===== config.mk =====
export PLATFORM = sky130hd
export DESIGN_NAME = pc_fetch_sequencer
export DESIGN_NICKNAME = d
export VERILOG_FILES = /design/src/rtl/pc_fetch_sequencer.sv
export SDC_FILE = /design/constraint.sdc
export NUM_CORES = 1
export LEC_CHECK = 0
export BUFFER_PORTS_ARGS = -buffer_cell sky130_fd_sc_hd__buf_2
export CORE_MARGIN = 10
export CORE_UTILIZATION = 55
export CTS_CLUSTER_SIZE = 28
export DETAILED_ROUTE_END_ITERATION = 12
export PLACE_DENSITY = 0.87
export SLEW_MARGIN = 30
export SYNTH_ARGS = -nofsm -noshare
export SYNTH_HDL_FRONTEND = slang
export SYNTH_SLANG_ARGS = --single-unit

===== constraint.sdc =====
create_clock -name Clk -period 9.36 [get_ports Clk]
set_clock_uncertainty 0.1 [all_clocks]
set_input_delay 1.872 -clock Clk [delete_from_list [all_inputs] [get_ports Clk]]
set_output_delay 1.872 -clock Clk [all_outputs]
set_load 0.05 [all_outputs]

===== src/rtl/pc_fetch_sequencer.sv =====
// Program counter owner and instruction-fetch sequencer: holds each imem request until acked,
// applies branch/jump redirects and stalls, and flags IF/ID flush.
module pc_fetch_sequencer #(
    parameter logic [31:0] RESET_PC = 32'h0000_0000
) (
    input  logic        Clk,
    input  logic        Reset,
    input  logic        Stall,
    input  logic        BranchTaken,
    input  logic [31:0] BranchTarget,
    input  logic        Jump,
    input  logic [31:0] JumpTarget,
    input  logic        ImemReady,
    output logic        ImemReq,
    output logic [31:0] ImemAddr,
    output logic [31:0] PCPlus4,
    output logic        FetchValid,
    output logic        Flush,
    output logic [31:0] FetchCount
);

    localparam logic [1:0] ST_BOOT  = 2'd0;
    localparam logic [1:0] ST_FETCH = 2'd1;
    localparam logic [1:0] ST_DRAIN = 2'd2;

    logic [1:0]  r_state;
    logic [31:0] r_pc;
    logic [31:0] r_pend_target;
    logic [31:0] r_fetch_count;

    logic        w_redirect;
    logic [31:0] w_target;
    logic        w_active;

    // The EX branch is older than the ID jump, so it wins when both fire.
    assign w_redirect = BranchTaken | Jump;
    assign w_target   = (BranchTaken ? BranchTarget : JumpTarget) & 32'hFFFF_FFFC;
    assign w_active   = !Reset && ((r_state == ST_FETCH) || (r_state == ST_DRAIN));

    assign ImemReq    = w_active;
    assign ImemAddr   = r_pc;
    assign PCPlus4    = r_pc + 32'd4;
    assign Flush      = w_active && w_redirect;
    assign FetchValid = !Reset && (r_state == ST_FETCH) && ImemReady && !w_redirect && !Stall;
    assign FetchCount = r_fetch_count;

    always_ff @(posedge Clk) begin
        if (Reset) begin
            r_state       <= ST_BOOT;
            r_pc          <= RESET_PC;
            r_pend_target <= 32'd0;
            r_fetch_count <= 32'd0;
        end else begin
            r_fetch_count <= r_fetch_count + {31'd0, FetchValid};
            case (r_state)
                ST_BOOT: begin
                    r_state <= ST_FETCH;
                end
                ST_FETCH: begin
                    if (ImemReady) begin
                        if (w_redirect) begin
                            r_pc <= w_target;
                        end else if (!Stall) begin
                            r_pc <= PCPlus4;
                        end
                    end else if (w_redirect) begin
                        // Request address must stay stable until acked; park the target.
                        r_pend_target <= w_target;
                        r_state       <= ST_DRAIN;
                    end
                end
                ST_DRAIN: begin
                    if (ImemReady) begin
                        r_pc    <= w_redirect ? w_target : r_pend_target;
                        r_state <= ST_FETCH;
                    end else if (w_redirect) begin
                        r_pend_target <= w_target;
                    end
                end
                default: begin
                    r_state <= ST_BOOT;
                end
            endcase
        end
    end

endmodule


==> key figures <==
Outcome
  • Status: completed

Clock network
  • CTS tree: done
  • Hold Buf Count CTS: 0
  • Clock Path Buffers: 2
  • Clock Latency Late Sink: 380 ps
  • Number of setup buffers added after CTS: 0
  • Reg clk slew, reported paths: 100 ps
  • H-tree levels: 3
  • Clock sink count: 98
  • Resized cells post-CTS: 0
  • Cts bufs inserted: 9
  • Root Buffer: clkbuf_8

Synthesis
  • Cells after Synth: 750
  • Async set or reset register ratio after synthesis: 0%
  • Area leader, netlist: dfxtp_1
  • Mapped Area: 0.00578 mm^2
  • Seq cells post-synth: 98
  • Sequential fraction of the synthesis area: 34.0%
  • Post-synth top area share: 34.0%
  • Netlist cell types: 72
  • Top FF cell, synth: dfxtp_1
  • Synth Area per Inst: 7.70 um^2
  • Number of synthesized flops with an enable pin: 0
  • Synthesis Warnings: 0
  • Top post-synthesis cells by area: dfxtp_1 (34%), o21ai_0 (7.6%), a21oi_1 (6.2%)
  • Syn Nets: 827

STA
  • Slew @ Worst Pin: 884 ps
  • Minimum clock period: 5690 ps
  • RSZ-0062 raised after global routing: no
  • Setup Viol. Count Final: 0
  • Final WS setup: 3670 ps
  • Final worst-path cycle share: 60.8%
  • Max Fclk: 176 MHz
  • Final TNS setup: 0 ps
  • Slew Limit Fails: 0
  • Max transition margin: 40.9%
  • Fin. Hold Viols: 0

Setup path
  • Worst-path maximum fanout: 62
  • Crit path DAT: 3720 ps
  • Crit path kind: input pin to output pin
  • CP endpoint kind: output pin
  • CP startpoint kind: input pin
  • Worst path required time: 7390 ps

Global route
  • First-pass GRT wire length: 28.5 mm
  • GRT Util Overall: 23.1%
  • Largest net degree at the start of global routing: 70
  • Vias in the first global route: 5551
  • Remaining Overflow, GRT: 0
  • Antenna violations before repair: 0

Cells and area
  • Layout fillers: 937
  • Fin cells: 1017
  • Antenna diodes: 0
  • Layout cells sized above 1: 23.2%
  • Finished layout cell area: 0.00680 mm^2
  • P&R area growth vs syn: 17.7%
  • NumNets Final: 953

Power
  • NetSw: 0.000630 W
  • PD cells: 204 mW/mm^2
  • Part of the power in registers: 39.2%
  • Leak Pwr: 2.79 nW
  • Overall Power: 0.00139 W
  • Switch share: 45.4%
  • Clock power frac: 21.9%
  • Maximum vdd drop: 0.111 mV
  • Internal Pwr Total: 0.000757 W
  • Combinational Power Share: 38.9%

Place
  • Placed wire-length estimate: 13.0 mm
  • Placed cell area: 0.00658 mm^2
  • Setup WS pre-CTS: 3590 ps
  • Placed Instances: 1001
  • Port bufs: 164
  • RD Place Congestion: 0.945

Floorplan
  • Row count: 37
  • Io pins: 169
  • Core box area: 0.0103 mm^2
  • Die W: 122 um
  • Initial Util: 56.2%
  • Chip Height: 122 um
  • Die Area: 0.0150 mm^2

Run
  • Max Cap Viol: 0

Routing
  • 1st-pass router iterations: 5
  • Routed len/inst: 17.7 um
  • DRC Markers: 0
  • Post-DRT Antenna Nets: 0
  • DR vias: 6092
  • Detailed-route wire length: 18.0 mm
  • Vias per inst: 5.99
  • Iteration-0 DRC Markers: 702

Hold path
  • Worst hold-check path type: register to register
worst paths after layout:
check / start / to / slack (ps) / cells after the start
setup / recovery: Jump / FetchValid / 3670 / 5
hold / removal: r_pend_target[1] / r_pend_target[1] / 380 / 1
setup reg to reg: r_state[1] / FetchCount[30] / 5950 / 10
hold reg to reg: r_pend_target[1] / r_pend_target[1] / 380 / 1
sequential cells by signal, indices dropped and copies added (netlist names):
name and count:
FetchCount 32, r_state 2, r_pend_target 32, ImemAddr 32
worst max-delay path, stage by stage:
cell	delay, ps
buf_2	90
buf_4	280
or2_1	400
nor4_1	650
buf_2	390
layer usage:
| layer | routed length, um | vias to the layer above | track usage, % | part of all wire [%] |
|---|---|---|---|---|
| met5 | 0 | - | 0 | 0 |
| met1 | 7700 | 2787 | 31.6 | 43 |
| met2 | 8250 | 298 | 35.2 | 46 |
| met3 | 1650 | 35 | 5.51 | 9.1 |
| met4 | 442 | 0 | 7.22 | 2.5 |
| li1 | - | 2972 | - | - |
cell usage in the layout (no fill, tap or decap), types with 7 or more instances in the layout:
cell      instances
a21oi_1          71
nand3_1          28
nor2_1           65
xnor2_1          25
nand4_1          15
o21ai_0          88
a211oi_1          8
nand2b_1         13
o22ai_1          18
and2_1            7
buf_2           163
nor3_1           11
o21a_1            7
clkbuf_8          9
xor2_1           27
inv_1            14
mux2i_1           7
o31ai_1           8
ha_1              7
dfxtp_1          98
nor4_1            8
buf_4             8
nand2_1          71
through the flow:
step           hold slack (ps)  util (%)
2_1_floorplan              358         -
3_3_place_gp               364      64.0
3_5_place_dp               367      64.0
4_1_cts                    382      66.1
5_1_grt                    404      66.2
6_report                   382      66.2
power by group through the flow:
stage	Clock [W]	Sequential (W)	Combinational (W)
2_1_floorplan	0	0.000616	0.000329
3_3_place_gp	0	0.000548	0.000528
3_5_place_dp	0	0.000550	0.000534
4_1_cts	0.000307	0.000541	0.000536
5_1_grt	0.000324	0.000553	0.000578
6_report	0.000304	0.000543	0.000539
synth_stat cells, drive strengths merged (17+ instances only):
master  count
o21ai      88
buf        17
clkbuf     39
xor2       27
nand3      30
nand4      17
nand2      72
dfxtp      98
nor2       66
a21oi      71
xnor2      25
o22ai      18
logic make-up (layout without fill, tap and decap cells):
group           after synthesis  count (layout)  share of synthesized area, %
compound gates              254             254                          26.9
buf+inv                      70             201                          5.09
xor+xnor                     52              52                          7.88
simple gates                262             262                          23.4
fa+ha+maj                     7               7                          1.52
flops                        98              98                          34.0
mux                           7               7                          1.21
area by class of cell:
| cell class | count | area [um^2] | share of cell area (%) |
|---|---|---|---|
| Clock buffer | 9 | 124 | 1.82 |
| Clock inverter | 7 | 95.1 | 1.40 |
| Inverter | 14 | 52.6 | 0.773 |
| Multi-Input combinational cell | 582 | 3520 | 51.8 |
| Sequential cell | 98 | 1960 | 28.8 |
| Tap cell | 136 | 170 | 2.50 |
| Timing Repair Buffer | 171 | 876 | 12.9 |
Power figures use the tool's default switching activity.
